==> src/rtl/aer_sample_sequencer.sv <==
// aer_sample_sequencer
// Streams the events of one sample from a valid/ready source into a core
// over a 4-phase REQ/ACK link. It latches the sample polarity and mode,
// captures the core's goodness result and signals completion. A watchdog
// aborts a sample that stalls on the core side.
//
// Handshake semantics (both sides of the block):
//   Event source: an event is transferred on a rising CLK edge where
//     EVT_VALID and EVT_READY are both 1. EVT_READY is registered and is
//     high only while the FSM sits in FETCH, so at most one event is
//     taken per FETCH visit.
//   Core link: strict 4-phase. AERIN_ADDR is valid and stable whenever
//     AERIN_REQ is 1. REQ rises only after ACK has been seen low, and it
//     falls on the edge after ACK is seen high. The event counts as
//     delivered when ACK is then seen low again.
module aer_sample_sequencer #(
  parameter int AER_WIDTH      = 12,
  parameter int CNT_WIDTH      = 16,
  parameter int TIMEOUT_CYCLES = 65535
) (
  input  logic                 CLK,
  input  logic                 RST_N,
  input  logic                 START,
  input  logic                 START_IS_POS,
  input  logic                 START_IS_TRAIN,
  input  logic [CNT_WIDTH-1:0] NUM_EVENTS,
  input  logic [AER_WIDTH-1:0] EVT_DATA,
  input  logic                 EVT_VALID,
  output logic                 EVT_READY,
  output logic [AER_WIDTH-1:0] AERIN_ADDR,
  output logic                 AERIN_REQ,
  input  logic                 AERIN_ACK,
  output logic                 IS_POS,
  output logic                 IS_TRAIN,
  input  logic                 PROCESS_DONE,
  input  logic [31:0]          GOODNESS,
  output logic [31:0]          GOODNESS_OUT,
  output logic                 BUSY,
  output logic                 DONE,
  output logic                 TIMEOUT_ERR,
  output logic [2:0]           DBG_STATE
);

  typedef enum logic [2:0] {
    IDLE      = 3'd0,
    FETCH     = 3'd1,
    REQ_HI    = 3'd2,
    ACK_LO    = 3'd3,
    WAIT_DONE = 3'd4,
    RESULT    = 3'd5
  } state_t;

  // Watchdog is wide enough to hold TIMEOUT_CYCLES itself.
  localparam int WD_W = (TIMEOUT_CYCLES < 2) ? 1 : $clog2(TIMEOUT_CYCLES + 1);
  // The watchdog fires on the edge where it has already counted
  // TIMEOUT_CYCLES-1, so REQ is held for exactly TIMEOUT_CYCLES cycles.
  localparam logic [WD_W-1:0] WD_LAST = WD_W'(TIMEOUT_CYCLES - 1);

  state_t               state;
  logic [1:0]           rst_sync;
  logic                 run_en;
  logic [CNT_WIDTH-1:0] num_lat;
  logic [CNT_WIDTH-1:0] evt_cnt;
  logic [CNT_WIDTH-1:0] evt_cnt_next;
  logic [WD_W-1:0]      wdog;
  logic                 wd_expired;

  // Reset release is re-timed to CLK; the FSM may not leave IDLE until
  // both stages have seen RST_N high. Assertion stays asynchronous.
  always_ff @(posedge CLK or negedge RST_N) begin
    if (!RST_N) begin
      rst_sync <= 2'b00;
    end else begin
      rst_sync <= {rst_sync[0], 1'b1};
    end
  end

  assign run_en = rst_sync[1];

  // Saturating increment: the count never passes the latched target.
  assign evt_cnt_next = (evt_cnt == num_lat) ? evt_cnt : evt_cnt + CNT_WIDTH'(1);

  assign wd_expired = (wdog == WD_LAST);

  assign DBG_STATE = state;

  // Sample sequencer FSM with all outputs registered alongside the state.
  always_ff @(posedge CLK or negedge RST_N) begin
    if (!RST_N) begin
      state        <= IDLE;
      num_lat      <= '0;
      evt_cnt      <= '0;
      wdog         <= '0;
      EVT_READY    <= 1'b0;
      AERIN_ADDR   <= '0;
      AERIN_REQ    <= 1'b0;
      IS_POS       <= 1'b0;
      IS_TRAIN     <= 1'b0;
      GOODNESS_OUT <= '0;
      BUSY         <= 1'b0;
      DONE         <= 1'b0;
      TIMEOUT_ERR  <= 1'b0;
    end else begin
      DONE <= 1'b0;
      case (state)
        IDLE: begin
          // START is only honoured here, so a pulse while busy changes nothing.
          if (START && run_en) begin
            IS_POS      <= START_IS_POS;
            IS_TRAIN    <= START_IS_TRAIN;
            num_lat     <= NUM_EVENTS;
            evt_cnt     <= '0;
            wdog        <= '0;
            TIMEOUT_ERR <= 1'b0;
            BUSY        <= 1'b1;
            if (NUM_EVENTS == '0) begin
              // An empty sample reports a zero result.
              GOODNESS_OUT <= '0;
              state        <= RESULT;
            end else begin
              EVT_READY <= 1'b1;
              state     <= FETCH;
            end
          end
        end

        FETCH: begin
          // Waiting on the source is not a core stall: no watchdog here.
          if (EVT_VALID) begin
            AERIN_ADDR <= EVT_DATA;
            EVT_READY  <= 1'b0;
            AERIN_REQ  <= 1'b1;
            wdog       <= '0;
            state      <= REQ_HI;
          end
        end

        REQ_HI: begin
          if (AERIN_ACK) begin
            AERIN_REQ <= 1'b0;
            wdog      <= '0;
            state     <= ACK_LO;
          end else if (wd_expired) begin
            AERIN_REQ   <= 1'b0;
            TIMEOUT_ERR <= 1'b1;
            wdog        <= '0;
            state       <= RESULT;
          end else begin
            wdog <= wdog + WD_W'(1);
          end
        end

        ACK_LO: begin
          // The next REQ is only possible after ACK has returned low.
          if (!AERIN_ACK) begin
            evt_cnt <= evt_cnt_next;
            wdog    <= '0;
            if (evt_cnt_next == num_lat) begin
              state <= WAIT_DONE;
            end else begin
              EVT_READY <= 1'b1;
              state     <= FETCH;
            end
          end else if (wd_expired) begin
            TIMEOUT_ERR <= 1'b1;
            wdog        <= '0;
            state       <= RESULT;
          end else begin
            wdog <= wdog + WD_W'(1);
          end
        end

        WAIT_DONE: begin
          if (PROCESS_DONE) begin
            GOODNESS_OUT <= GOODNESS;
            wdog         <= '0;
            state        <= RESULT;
          end else if (wd_expired) begin
            TIMEOUT_ERR <= 1'b1;
            wdog        <= '0;
            state       <= RESULT;
          end else begin
            wdog <= wdog + WD_W'(1);
          end
        end

        RESULT: begin
          // Single-cycle completion pulse; GOODNESS_OUT is left as captured.
          DONE  <= 1'b1;
          BUSY  <= 1'b0;
          wdog  <= '0;
          state <= IDLE;
        end

        default: begin
          EVT_READY <= 1'b0;
          AERIN_REQ <= 1'b0;
          BUSY      <= 1'b0;
          wdog      <= '0;
          state     <= IDLE;
        end
      endcase
    end
  end

endmodule

==> config.mk <==
export PLATFORM = sky130hd
export DESIGN_NAME = aer_sample_sequencer
export DESIGN_NICKNAME = d
export VERILOG_FILES = /design/src/rtl/aer_sample_sequencer.sv
export SDC_FILE = /design/constraint.sdc
export NUM_CORES = 1
export LEC_CHECK = 0
export BUFFER_PORTS_ARGS = -buffer_cell sky130_fd_sc_hd__buf_2
export CORE_ASPECT_RATIO = 0.7
export CORE_UTILIZATION = 55
export DETAILED_ROUTE_END_ITERATION = 7
export PLACE_DENSITY = 0.81
export SKIP_LAST_GASP = 1
export SYNTH_ARGS = -nofsm -noshare
export SYNTH_HDL_FRONTEND = slang
export SYNTH_SLANG_ARGS = --single-unit
==> constraint.sdc <==
create_clock -name CLK -period 6.62 [get_ports CLK]
set_clock_uncertainty 0.05 [all_clocks]
set_input_delay 0.993 -clock CLK [delete_from_list [all_inputs] [get_ports CLK]]
set_output_delay 0.993 -clock CLK [all_outputs]
set_load 0.03 [all_outputs]
# Word level (Yosys, flattened, before mapping)
# Index checks and enable logic that the tools add are counted.
dict set report classes {
  n_bitwise 3
  n_eq_ne 19
  muxes 42
  n_reduce_logical 18
  n_addsub 2
}
# operator count
set ops {}
lappend ops {{2-to-1 mux 16 bit} 8}
lappend ops {{2-to-1 mux 32 bit} 3}
lappend ops {{case mux 16 bit (5 select lines)} 1}
lappend ops {{case mux 32 bit (2 select lines)} 1}
lappend ops {{adder 16 x 1 -> 16 bit, second input constant} 2}
lappend ops {{== test 16 bit} 2}
lappend ops {{case mux 16 bit (2 select lines)} 1}
lappend ops {{2-to-1 mux 3 bit} 8}
lappend ops {{!= test 2 bit, second input constant} 10}
lappend ops {{== test 16 bit, second input constant} 1}
lappend ops {{zero test 16 bit} 1}
lappend ops {{2-to-1 mux 1 bit} 15}
lappend ops {{case mux 3 bit (5 select lines)} 1}
lappend ops {{case mux 1 bit (4 select lines)} 2}
lappend ops {{AND reduction 2 bit} 4}
lappend ops {{OR reduction 4 bit} 2}
lappend ops {{== test 3 x 2 -> 1 bit, second input constant} 2}
lappend ops {{== test 3 bit, second input constant} 2}
lappend ops {{AND reduction 3 bit} 2}
lappend ops {{AND reduction 6 bit} 1}
lappend ops {{AND reduction 5 bit} 1}
lappend ops {{AND reduction 4 bit} 1}
lappend ops {{nonzero test 2 bit} 2}
lappend ops {{nonzero test 4 bit} 1}
lappend ops {{other kinds (8)} 10}
dict set report totals {
  input_bits 68
  word_cells 98
  output_inout_bits 54
  register_bits 104
}

# Longest topological paths before layout
# Gate-level depths: netlist (run 1).
dict set report depth {
  depth_word 6
  mapped_depth 10
  depth_no_buf 9
}

# Worst setup path after synthesis (run 1)
# OpenSTA, ideal clock, no wires.
dict set report synth_path {
  kind {in2reg}
  startpoint {input port START}
  endpoint {register EVT_READY}
  required_ns 6.428
  setup_slack_ns 4.075
  cell_stages 8
  n_path_buf 1
  setup_ns 0.142
  arrival_time_ns 2.353
  cell_sequence {nand2_1 > nor2_1 > a2111oi_0 > clkbuf_1 > or4_1 > nor2_1 > a31oi_1 > o221ai_1}
}
dict set report synth_between {
  elab_chain_cells 3
}
# element line_no
set synth_lines {}
lappend synth_lines {{from (decl)} 23} ;# input logic START,
lappend synth_lines {{logical AND 1 bit} 108} ;# if (START && run_en) begin
lappend synth_lines {{!= test 2 bit (no source line)} -}
lappend synth_lines {{AND reduction 6 bit (no source line)} -}
lappend synth_lines {{to (signal assigned)} 94} ;# EVT_READY <= 1'b0;
lappend synth_lines {{to (signal assigned)} 121} ;# EVT_READY <= 1'b1;
lappend synth_lines {{to (signal assigned)} 131} ;# EVT_READY <= 1'b0;
lappend synth_lines {{to (decl)} 29} ;# output logic EVT_READY,
# Every way passes these cells.
# A chain may end at the register's enable or synchronous reset.

# Worst setup path in the final report (run 1)
dict set report layout_path {
  startpoint {register evt_cnt[8]}
  endpoint {register EVT_READY}
}
dict set report layout_between {
  elab_chain_cells 5
  elab_cells_between_ends 6
  cone_classes {add/sub: 1; eq/ne: 3; mux: 1; reduce/logical: 1}
}
# element line_no
set layout_lines {}
lappend layout_lines {{from (decl)} 63} ;# logic [CNT_WIDTH-1:0] evt_cnt;
lappend layout_lines {{from (signal assigned)} 156} ;# evt_cnt <= evt_cnt_next;
lappend layout_lines {{adder 16 x 1 -> 16 bit / == test 16 bit (equally long branches)} 81} ;# assign evt_cnt_next = (evt_cnt == num_lat) ? evt_cnt : evt_cnt + CNT_WIDTH'(1);
lappend layout_lines {{2-to-1 mux 16 bit (*)} 81}
lappend layout_lines {{== test 16 bit (*)} 158} ;# if (evt_cnt_next == num_lat) begin
lappend layout_lines {{!= test 2 bit (no source line) (*)} -}
lappend layout_lines {{AND reduction 6 bit (no source line) (*)} -}
lappend layout_lines {{to (signal assigned)} 94}
lappend layout_lines {{to (signal assigned)} 161} ;# EVT_READY <= 1'b1;
lappend layout_lines {{to (signal assigned)} 196} ;# EVT_READY <= 1'b0;
# Mark *: on every way between the ends. The rest lies on a longest branch, timed or not.

==> flow_metrics.py, run 1 <==
metrics = {
    "worst_hold_path": {
        "hp-start": "rst_sync[0]",
        "hold_path.class": "reg -> reg",
        "holdPathEnd": "rst_sync[1]",
        "whs_path_depth": 0,
    },
    "worst_setup_path": {
        "reg2reg_from": "evt_cnt[8]",
        "start_kind": "flop",
        "cp_slowest_stage_delay_ns": 0.59,
        "worst-path-buf-inv": 0,
        "reg2reg_depth": 8,
        "required_ns": 6.77,
        "end_kind": "flop",
        "r2r_slack_ns": 3.55,
        "crit_family": "simple AND/OR/NAND/NOR gates",
        "critical_path_class": "reg -> reg",
        "r2r-end": "EVT_READY",
        "cp_max_fo": 8,
        "slowest_stage": "dfrtp_1",
        "path_cells": "nand3_1 > nor2_1 > and3_1 > xnor2_1 > a2111oi_0 > o22ai_1 > nor4_2 > o221ai_1",
        "cp_data_arrival_time_ns": 3.22,
    },
    "logic_synthesis": {
        "avgSynthCellArea_um2": 10.5,
        "synth_top_area_share_pct": 49.6,
        "syn_inst": 500,
        "synthMuxAreaShare_pct": 6.40,
        "synth-warning-count": 0,
        "async_reset_ff_share_pct": 100,
        "yosysSeqAreaShare_pct": 49.6,
        "ys.flop_type": "dfrtp_1",
        "synth_area_leaders": "dfrtp_1 50%, mux2_2 6.0%, a22o_1 5.3%",
        "yosysTopAreaCell": "dfrtp_1",
        "synth_top_family_by_area": "compound AO/OA/AOI/OAI gates",
        "synth_most_common_cell": "dfrtp_1",
        "synth_cell_types": 62,
        "syn_nets": 571,
        "syn-cell-area_um2": 5240,
        "synth_xor_area_share_pct": 6.87,
        "synth_simple_gate_area_share_pct": 15.9,
        "synth_edf_count": 0,
        "synthAdderAreaFrac_pct": 0.716,
        "ys_seq_elements": 104,
        "synth-compound-area-share_pct": 17.5,
        "synth_common_cells": "104 x dfrtp_1, 46 x nand2_1, 38 x o21ai_0",
    },
    "route": {
        "drc": 0,
        "routed_wl_mm": 13.7,
        "vias": 4436,
        "drt_iter0_markers": 360,
        "routedWlPerCell_um": 18.6,
        "viasPerCell": 6.01,
        "drt.antenna.violating_nets": 0,
        "first_pass_iters": 5,
    },
    "cts": {
        "clk_latency_ns": 0.35,
        "clk_pin_slew_ns": 0.07,
        "root_buffer": "clkbuf_16",
        "cts_inserted_buffers": 9,
        "cts.path.max_buffers": 2,
        "ctsHoldBuffers": 0,
        "post_cts_resized": 0,
        "cts.sinks": 104,
        "cts_setup_buffers": 0,
        "cts_tree": "built",
        "htreeDepth": 3,
    },
    "floorplanning": {
        "core_um2": 9140,
        "row_count": 29,
        "die_y_um": 83.7,
        "start_util_pct": 57.3,
        "die_w_um": 119,
        "fp.dieArea_um2": 9930,
        "ioPinCount": 122,
    },
    "sta": {
        "slew_violations": 0,
        "setup_slack_ns": 3.55,
        "tns_ns": 0,
        "tightest_slew_ns": 1.11,
        "rsz0062_at_grt": "no",
        "hold_ws_ns": 0.307,
        "fin_crit_sh_pct": 46.3,
        "setup_viol": 0,
        "hold_viol_final": 0,
        "final.min_clock_period_ns": 3.07,
        "relSlewSlack_pct": 25.9,
        "fmax_mhz": 326,
    },
    "layout": {
        "n_antenna_cell": 0,
        "drive_gt1_share_pct": 30.5,
        "fillerInstances": 733,
        "nets": 680,
        "area_delta_synth_final_pct": 18.4,
    },
    "pwr": {
        "p_int_uw": 1310,
        "power_leakage_uw": 0.00290,
        "p_sw_share_pct": 38.5,
        "power.density_nw_per_um2": 343,
        "p_clk_share_pct": 23.7,
        "p_comb_share_pct": 34.4,
        "max-vdd-ir-drop_mv": 0.207,
        "seqPwrFrac_pct": 41.9,
        "netSwitchingPower_uw": 820,
    },
    "global_route": {
        "overflow": 0,
        "antenna_found_initial": 0,
        "grt_usage_pct": 28.6,
        "grt_util_met1_pct": 42.0,
        "grt_pass1_vias": 4253,
        "use_met3_pct": 8.20,
        "grt_max_degree": 61,
        "grt_pass1_wl_mm": 22.1,
        "use_met2_pct": 41.7,
        "grt-busiest-layer": "met1",
    },
    "placement": {
        "place_ws_ns": 3.33,
        "place_congestion": 1.02,
        "hpwl_mm": 10.2,
        "portBuffers": 121,
    },
    "outcome": {
        "outcome": "finished, final reports clean",
    },
    "flow_run": {
        "maxCapViolCount": 0,
    },
}
-- power groups by stage --
stage          combinational (µW)  sequential [µW]  clock, µW
2_1_floorplan                 441              955          0
3_3_place_gp                  711              891          0
3_5_place_dp                  727              901          0
4_1_cts                       731              889        513
5_1_grt                       789              909        544
6_report                      734              894        505
-- worst max path at each step --
stage               slack [ns]  depth (start not counted)               end     startpoint
finish                    3.55                          8         EVT_READY     evt_cnt[8]
global route              3.37                          8         EVT_READY     evt_cnt[8]
CTS                       3.59                          8         EVT_READY     evt_cnt[8]
detailed placement        3.33                          6  GOODNESS_OUT[22]  NUM_EVENTS[2]
global placement          3.30                          6   GOODNESS_OUT[4]  NUM_EVENTS[2]
floorplan                 4.07                          8         EVT_READY          START
-- stage by stage --
step / utilization [%] / area, µm² / total power (µW) / instances
5_1_grt: 67.9 / 6210 / 2240 / 738
2_1_floorplan: - / 5240 / 1400 / 500
6_report: 67.9 / 6210 / 2130 / 738
3_3_place_gp: 64.8 / 5930 / 1600 / 722
4_1_cts: 67.9 / 6210 / 2130 / 738
3_5_place_dp: 64.8 / 5930 / 1630 / 722
-- per-layer routing --
layer  vias up  routed length, µm
li1       2049                  -
met1      2167               6290
met2       201               6050
met3        19               1190
met4         0                174
met5         -                  0
-- area by class of cell --
class | instances | area, µm² | share of cell area [%]
clock buffers | 10 | 229 | 3.69
well taps | 124 | 155 | 2.50
clock inverters | 6 | 51.3 | 0.826
multi-input cells | 362 | 2500 | 40.3
flip-flops and latches | 104 | 2600 | 41.9
inverters | 5 | 18.8 | 0.302
repair buffers | 127 | 653 | 10.5
-- registers in the layout, indices dropped and copies added (netlist names) --
name          flops
AERIN_REQ         1
wdog             16
AERIN_ADDR       12
DBG_STATE         3
rst_sync          2
GOODNESS_OUT     32
evt_cnt          16
TIMEOUT_ERR       1
IS_TRAIN          1
BUSY              1
num_lat          16
IS_POS            1
EVT_READY         1
DONE              1
-- kinds of logic after synthesis --
group                    count (synthesis)
AND/OR/NAND/NOR                        158
other                                    1
flip-flops                             104
multiplexers                            30
XOR/XNOR                                36
AO/OA/AOI/OAI                          134
adder cells (fa/ha/maj)                  3
buffers and inverters                   34
-- cells in the final DEF (no fill, tap or decap), types with 6 or more instances in the layout --
cell / count
a21oi_1: 21
nand4_1: 10
o21ai_0: 38
buf_2: 120
buf_4: 7
or3_1: 6
a31oi_1: 6
nand3_1: 7
and3_1: 10
nor4_1: 8
xnor2_1: 13
o31ai_1: 8
clkbuf_16: 9
mux2_2: 28
a22o_1: 32
nor3_1: 6
dfrtp_1: 104
xor2_1: 20
nand2_1: 46
nor2_1: 35
No activity file was read; power rests on OpenSTA's default activity.
==> inputs of run 2 (changes only) <==
--- a/config.mk
+++ b/config.mk
@@ -7,9 +7,9 @@
 export LEC_CHECK = 0
 export BUFFER_PORTS_ARGS = -buffer_cell sky130_fd_sc_hd__buf_2
 export CORE_ASPECT_RATIO = 0.7
-export CORE_UTILIZATION = 55
+export CORE_UTILIZATION = 54
 export DETAILED_ROUTE_END_ITERATION = 7
-export PLACE_DENSITY = 0.81
+export PLACE_DENSITY = 0.8
 export SKIP_LAST_GASP = 1
 export SYNTH_ARGS = -nofsm -noshare
 export SYNTH_HDL_FRONTEND = slang
==> constraint.sdc (replaced) <==
create_clock -name CLK -period 3.15 [get_ports CLK]
set_clock_uncertainty 0.05 [all_clocks]
set_input_delay 0.4725 -clock CLK [delete_from_list [all_inputs] [get_ports CLK]]
set_output_delay 0.4725 -clock CLK [all_outputs]
set_load 0.03 [all_outputs]
==> run 2 against run 1 <==
  * Clock power grew 130%
  * Hold slack worse by 0.20 ns
  * Die area grew 1.8%
  * Worst setup slack lost 3.2 ns
  * Count of clock-buffer cells in the layout is 1 lower
  * Fmax rose by 9.2%
  * First-iteration DRC count down 16%
  * Non-clock buffer count up 7
  * Flip-flop and latch count did not move
  * Design area rose by 1.4%
  * Routed wire length grew 1.1%
  * Register-to-register slack worse by 3.2 ns
==> flow_metrics.py, run 2 (synthesis gave the netlist of run 1 again) <==
metrics = {
    "global_route": {
        "grt_usage_pct": 29.1,
        "grt_max_degree": 54,
        "overflow": 0,
        "grt_pass1_vias": 4347,
        "grt_util_met1_pct": 43.0,
        "grt-busiest-layer": "met1",
        "grt_pass1_wl_mm": 22.5,
        "use_met2_pct": 42.5,
        "use_met3_pct": 8.22,
        "antenna_found_initial": 0,
    },
    "placement": {
        "portBuffers": 121,
        "post-place-cells": 729,
        "hpwl_mm": 10.4,
        "place_congestion": 0.923,
    },
    "sta": {
        "hold_viol_final": 0,
        "rsz0062_at_grt": "no",
        "final.min_clock_period_ns": 2.81,
        "relSlewSlack_pct": 26.5,
        "fmax_mhz": 356,
        "setup_viol": 0,
        "fin_crit_sh_pct": 89.1,
        "slew_violations": 0,
        "tightest_slew_ns": 1.10,
        "tns_ns": 0,
    },
    "worst_setup_path": {
        "end_kind": "flop",
        "critical_path_class": "reg -> reg",
        "start_kind": "flop",
        "required_ns": 3.31,
        "cp_max_fo": 7,
        "cp_data_arrival_time_ns": 2.96,
    },
    "pwr": {
        "max-vdd-ir-drop_mv": 0.361,
        "power_leakage_uw": 0.00295,
        "power.density_nw_per_um2": 739,
    },
    "cts": {
        "cts_inserted_buffers": 9,
        "clk_latency_ns": 0.34,
        "cts.sinks": 104,
        "cts_setup_buffers": 0,
        "cts_tree": "built",
        "cts.path.max_buffers": 2,
        "root_buffer": "clkbuf_16",
        "ctsHoldBuffers": 0,
        "htreeDepth": 3,
        "clk_pin_slew_ns": 0.08,
        "post_cts_resized": 0,
    },
    "route": {
        "routed_wl_mm": 13.8,
        "viasPerCell": 6.02,
        "drt.antenna.violating_nets": 0,
        "routedWlPerCell_um": 18.6,
        "vias": 4479,
        "drc": 0,
        "first_pass_iters": 4,
        "drt_iter0_markers": 302,
    },
    "floorplanning": {
        "ioPinCount": 122,
        "die_w_um": 120,
        "row_count": 29,
        "fp.dieArea_um2": 10100,
        "core_um2": 9250,
        "die_y_um": 84.4,
        "start_util_pct": 56.7,
    },
    "layout": {
        "drive_gt1_share_pct": 31.3,
        "fin_util_pct": 68.1,
        "largest-register": "GOODNESS_OUT",
        "multi_input_area_um2": 2500,
        "layout_common_cells": "120 x buf_2, 104 x dfrtp_1, 46 x nand2_1, 38 x o21ai_0, 35 x nor2_1",
        "fillerInstances": 727,
        "regArea_um2": 2600,
        "final_cells": 744,
        "final_common_cell": "buf_2",
        "largest_reg_flops": 32,
        "area_delta_synth_final_pct": 20.1,
        "n_antenna_cell": 0,
        "nets": 687,
    },
    "outcome": {
        "outcome": "finished, final reports clean",
    },
    "worst_hold_path": {
        "hold_path.class": "in -> async",
    },
    "flow_run": {
        "maxCapViolCount": 0,
    },
}
[run 2: metal layers]
metal / vias to the layer above / routed length, µm
li1: 2062 / -
met2: 217 / 6010
met1: 2187 / 6370
met4: 0 / 128
met3: 13 / 1340
met5: - / 0
[run 2: final cells by class]
| cell class | count | share of cell area (%) |
|---|---|---|
| Inverter | 5 | 0.298 |
| Multi-Input combinational cell | 362 | 39.7 |
| Clock buffer | 9 | 3.58 |
| Tap cell | 124 | 2.46 |
| Timing Repair Buffer | 134 | 11.4 |
| Sequential cell | 104 | 41.3 |
| Clock inverter | 6 | 1.23 |
[run 2: critical path: stages (launching register included)]
cell and delay, ns:
dfrtp_1 0.47, ha_1 0.30, and3_1 0.33, xnor2_1 0.17, o2111ai_1 0.12, a2111oi_0 0.48, o22ai_1 0.18, nor4_2 0.40
o221ai_1 0.16
[run 2: metrics by stage]
step	power (µW)	setup WS (ns)	cell area [µm²]	hold WS (ns)
floorplan	2930	0.722	5240	0.127
global placement	3460	0.385	5990	0.284
detailed placement	3490	0.368	5990	0.303
CTS	4640	0.343	6300	0.129
global route	4870	0.162	6300	0.139
finish	4650	0.343	6300	0.105
[run 2: worst paths after layout]
path | from | to | slack (ns) | cells past startpoint
setup / recovery | evt_cnt[0] | EVT_READY | 0.34 | 8
hold / removal | RST_N | GOODNESS_OUT[12] | 0.11 | 1
setup reg to reg | evt_cnt[0] | EVT_READY | 0.34 | 8
hold reg to reg | rst_sync[0] | rst_sync[1] | 0.31 | 0
max in group asynchronous | RST_N | num_lat[5] | 2.24 | 2
min in group CLK | GOODNESS[18] | GOODNESS_OUT[18] | 0.29 | 2
[run 2: where the power goes]
group	leakage (µW)	switching [µW]	total, µW	internal, µW
sequential	0.00137	302	1880	1580
clock	0.000149	520	1150	625
combinational	0.00143	987	1630	643
==> inputs of run 3 (changes only) <==
--- a/config.mk
+++ b/config.mk
@@ -8,6 +8,7 @@
 export BUFFER_PORTS_ARGS = -buffer_cell sky130_fd_sc_hd__buf_2
 export CORE_ASPECT_RATIO = 0.7
 export CORE_UTILIZATION = 54
+export CTS_CLUSTER_SIZE = 28
 export DETAILED_ROUTE_END_ITERATION = 7
 export PLACE_DENSITY = 0.8
 export SKIP_LAST_GASP = 1
==> constraint.sdc (replaced) <==
create_clock -name CLK -period 3.15 [get_ports CLK]
set_clock_uncertainty 0.05 [all_clocks]
set_input_delay 0.63 -clock CLK [delete_from_list [all_inputs] [get_ports CLK]]
set_output_delay 0.63 -clock CLK [all_outputs]
set_load 0.03 [all_outputs]
==> run 3 against run 2 <==
  * Worst setup slack got worse by 0.11 ns
  * Power up 3.3%
  * Via count up 0.33%
  * Critical endpoint unchanged
  * Final cell count grew 0.67%
  * Highest routed layer unchanged
  * Critical path depth unchanged
  * Die area is the same
  * Global-route usage increased by 1.4 points
==> flow_metrics.py, run 3 (synthesis gave the netlist of run 1 again) <==
metrics = {
    "outcome": {
        "outcome": "finished, final reports clean",
    },
    "floorplanning": {
        "fp.dieArea_um2": 10100,
        "ioPinCount": 122,
        "die_y_um": 84.4,
        "core_um2": 9250,
        "start_util_pct": 56.7,
        "row_count": 29,
        "die_w_um": 120,
    },
    "layout": {
        "fillerInstances": 722,
        "fin_util_pct": 68.6,
        "n_antenna_cell": 0,
        "largest_reg_flops": 32,
        "area_delta_synth_final_pct": 21.1,
        "final_cells": 749,
        "drive_gt1_share_pct": 31.8,
        "nets": 691,
        "largest-register": "GOODNESS_OUT",
        "final_common_cell": "buf_2",
        "layout_common_cells": "120 x buf_2, 104 x dfrtp_1, 46 x nand2_1, 38 x o21ai_0, 35 x nor2_1",
    },
    "cts": {
        "cts.sinks": 104,
        "clk_latency_ns": 0.36,
        "post_cts_resized": 0,
        "cts_inserted_buffers": 9,
        "cts.path.max_buffers": 2,
        "cts_setup_buffers": 0,
        "ctsHoldBuffers": 0,
        "cts_tree": "built",
        "clk_pin_slew_ns": 0.07,
        "htreeDepth": 3,
        "root_buffer": "clkbuf_16",
    },
    "worst_setup_path": {
        "path_cells": "ha_1 > and3_1 > xnor2_1 > o2111ai_1 > a2111oi_0 > o22ai_1 > nor4_2 > o221ai_1",
        "reg2reg_depth": 8,
        "cp_data_arrival_time_ns": 3.08,
        "start_kind": "flop",
        "end_kind": "flop",
        "cp_slowest_stage_delay_ns": 0.56,
        "cp_max_fo": 7,
        "r2r-end": "EVT_READY",
        "r2r_slack_ns": 0.23,
        "slowest_stage": "a2111oi_0",
        "required_ns": 3.31,
        "reg2reg_from": "evt_cnt[0]",
        "critical_path_class": "reg -> reg",
    },
    "worst_hold_path": {
        "holdPathEnd": "rst_sync[1]",
        "hold_path.class": "reg -> reg",
        "whs_path_depth": 0,
        "hp-start": "rst_sync[0]",
    },
    "sta": {
        "final.min_clock_period_ns": 2.92,
        "fin_crit_sh_pct": 92.6,
        "setup_viol": 0,
        "slew_violations": 0,
        "hold_viol_final": 0,
        "rsz0062_at_grt": "no",
        "setup_slack_ns": 0.233,
        "tns_ns": 0,
        "relSlewSlack_pct": 23.9,
        "fmax_mhz": 343,
        "tightest_slew_ns": 1.14,
    },
    "pwr": {
        "power_leakage_uw": 0.00298,
        "p_clk_share_pct": 26.3,
        "p_int_uw": 2940,
        "seqPwrFrac_pct": 38.9,
        "power.density_nw_per_um2": 757,
        "p_sw_share_pct": 38.8,
        "max-vdd-ir-drop_mv": 0.360,
        "netSwitchingPower_uw": 1860,
        "p_comb_share_pct": 34.8,
    },
    "route": {
        "wl_met2_mm": 6.50,
        "drc": 0,
        "routedWlPerCell_um": 19.6,
        "routed-wl-met3_mm": 1.51,
        "drt_iter0_markers": 365,
        "top_layer": "met4",
        "drt.antenna.violating_nets": 0,
        "first_pass_iters": 5,
        "routed_wl_mm": 14.7,
        "viasPerCell": 6.00,
        "wl_met1_mm": 6.51,
        "vias": 4494,
    },
    "placement": {
        "place_ws_ns": 0.266,
        "post-place-cells": 733,
        "place_congestion": 0.943,
        "portBuffers": 121,
        "hpwl_mm": 11.1,
    },
    "global_route": {
        "grt_pass1_wl_mm": 23.3,
        "overflow": 0,
        "antenna_found_initial": 0,
        "grt_usage_pct": 30.5,
        "grt_pass1_vias": 4423,
        "grt_max_degree": 75,
    },
    "flow_run": {
        "maxCapViolCount": 0,
    },
}
run 3: power by group through the flow:
stage	Combinational, µW	Sequential [µW]	Clock (µW)
after floorplan	926	2010	0
after global placement	1610	1870	0
after detailed placement	1640	1880	0
after CTS	1640	1860	1280
after global routing	1780	1910	1330
final	1670	1870	1260
run 3: how the worst max path moves through the flow:
stage	cells past startpoint	to	from	slack, ns
CTS	8	EVT_READY	evt_cnt[0]	0.24
finish	8	EVT_READY	evt_cnt[0]	0.23
global placement	8	EVT_READY	evt_cnt[1]	0.42
detailed placement	8	EVT_READY	evt_cnt[0]	0.27
floorplan	9	EVT_READY	evt_cnt[0]	0.72
global route	8	EVT_READY	evt_cnt[0]	0.05
run 3: cell type report:
type                       instances  area, µm²  area share [%]
sequential                       104       2600            41.0
multi-input combinational        362       2500            39.4
timing repair buffer             138        736            11.6
clock buffer                       9        225            3.55
tap                              124        155            2.44
clock inverter                     7        114            1.79
inverter                           5       18.8           0.296
run 3: through the flow:
step	hold slack [ns]	instance area [µm²]	power, µW
CTS	0.313	6350	4780
global route	0.312	6350	5020
finish	0.308	6350	4810
detailed placement	0.286	6010	3520
floorplan	0.281	5240	2930
global placement	0.285	6010	3480
run 3: worst max-delay path: cells and delay by family (launching register included):
family / cells / cell delay (ns)
xor+xnor: 1 / 0.16
fa+ha+maj: 1 / 0.29
simple gates: 2 / 0.73
compound gates: 4 / 1.06
flops: 1 / 0.48
run 3: per-layer routing:
| layer | global-route usage (%) | vias up |
|---|---|---|
| met5 | 0 | - |
| met4 | 7.05 | 0 |
| met3 | 11.4 | 13 |
| met2 | 45.6 | 213 |
| met1 | 42.5 | 2203 |
| li1 | - | 2065 |
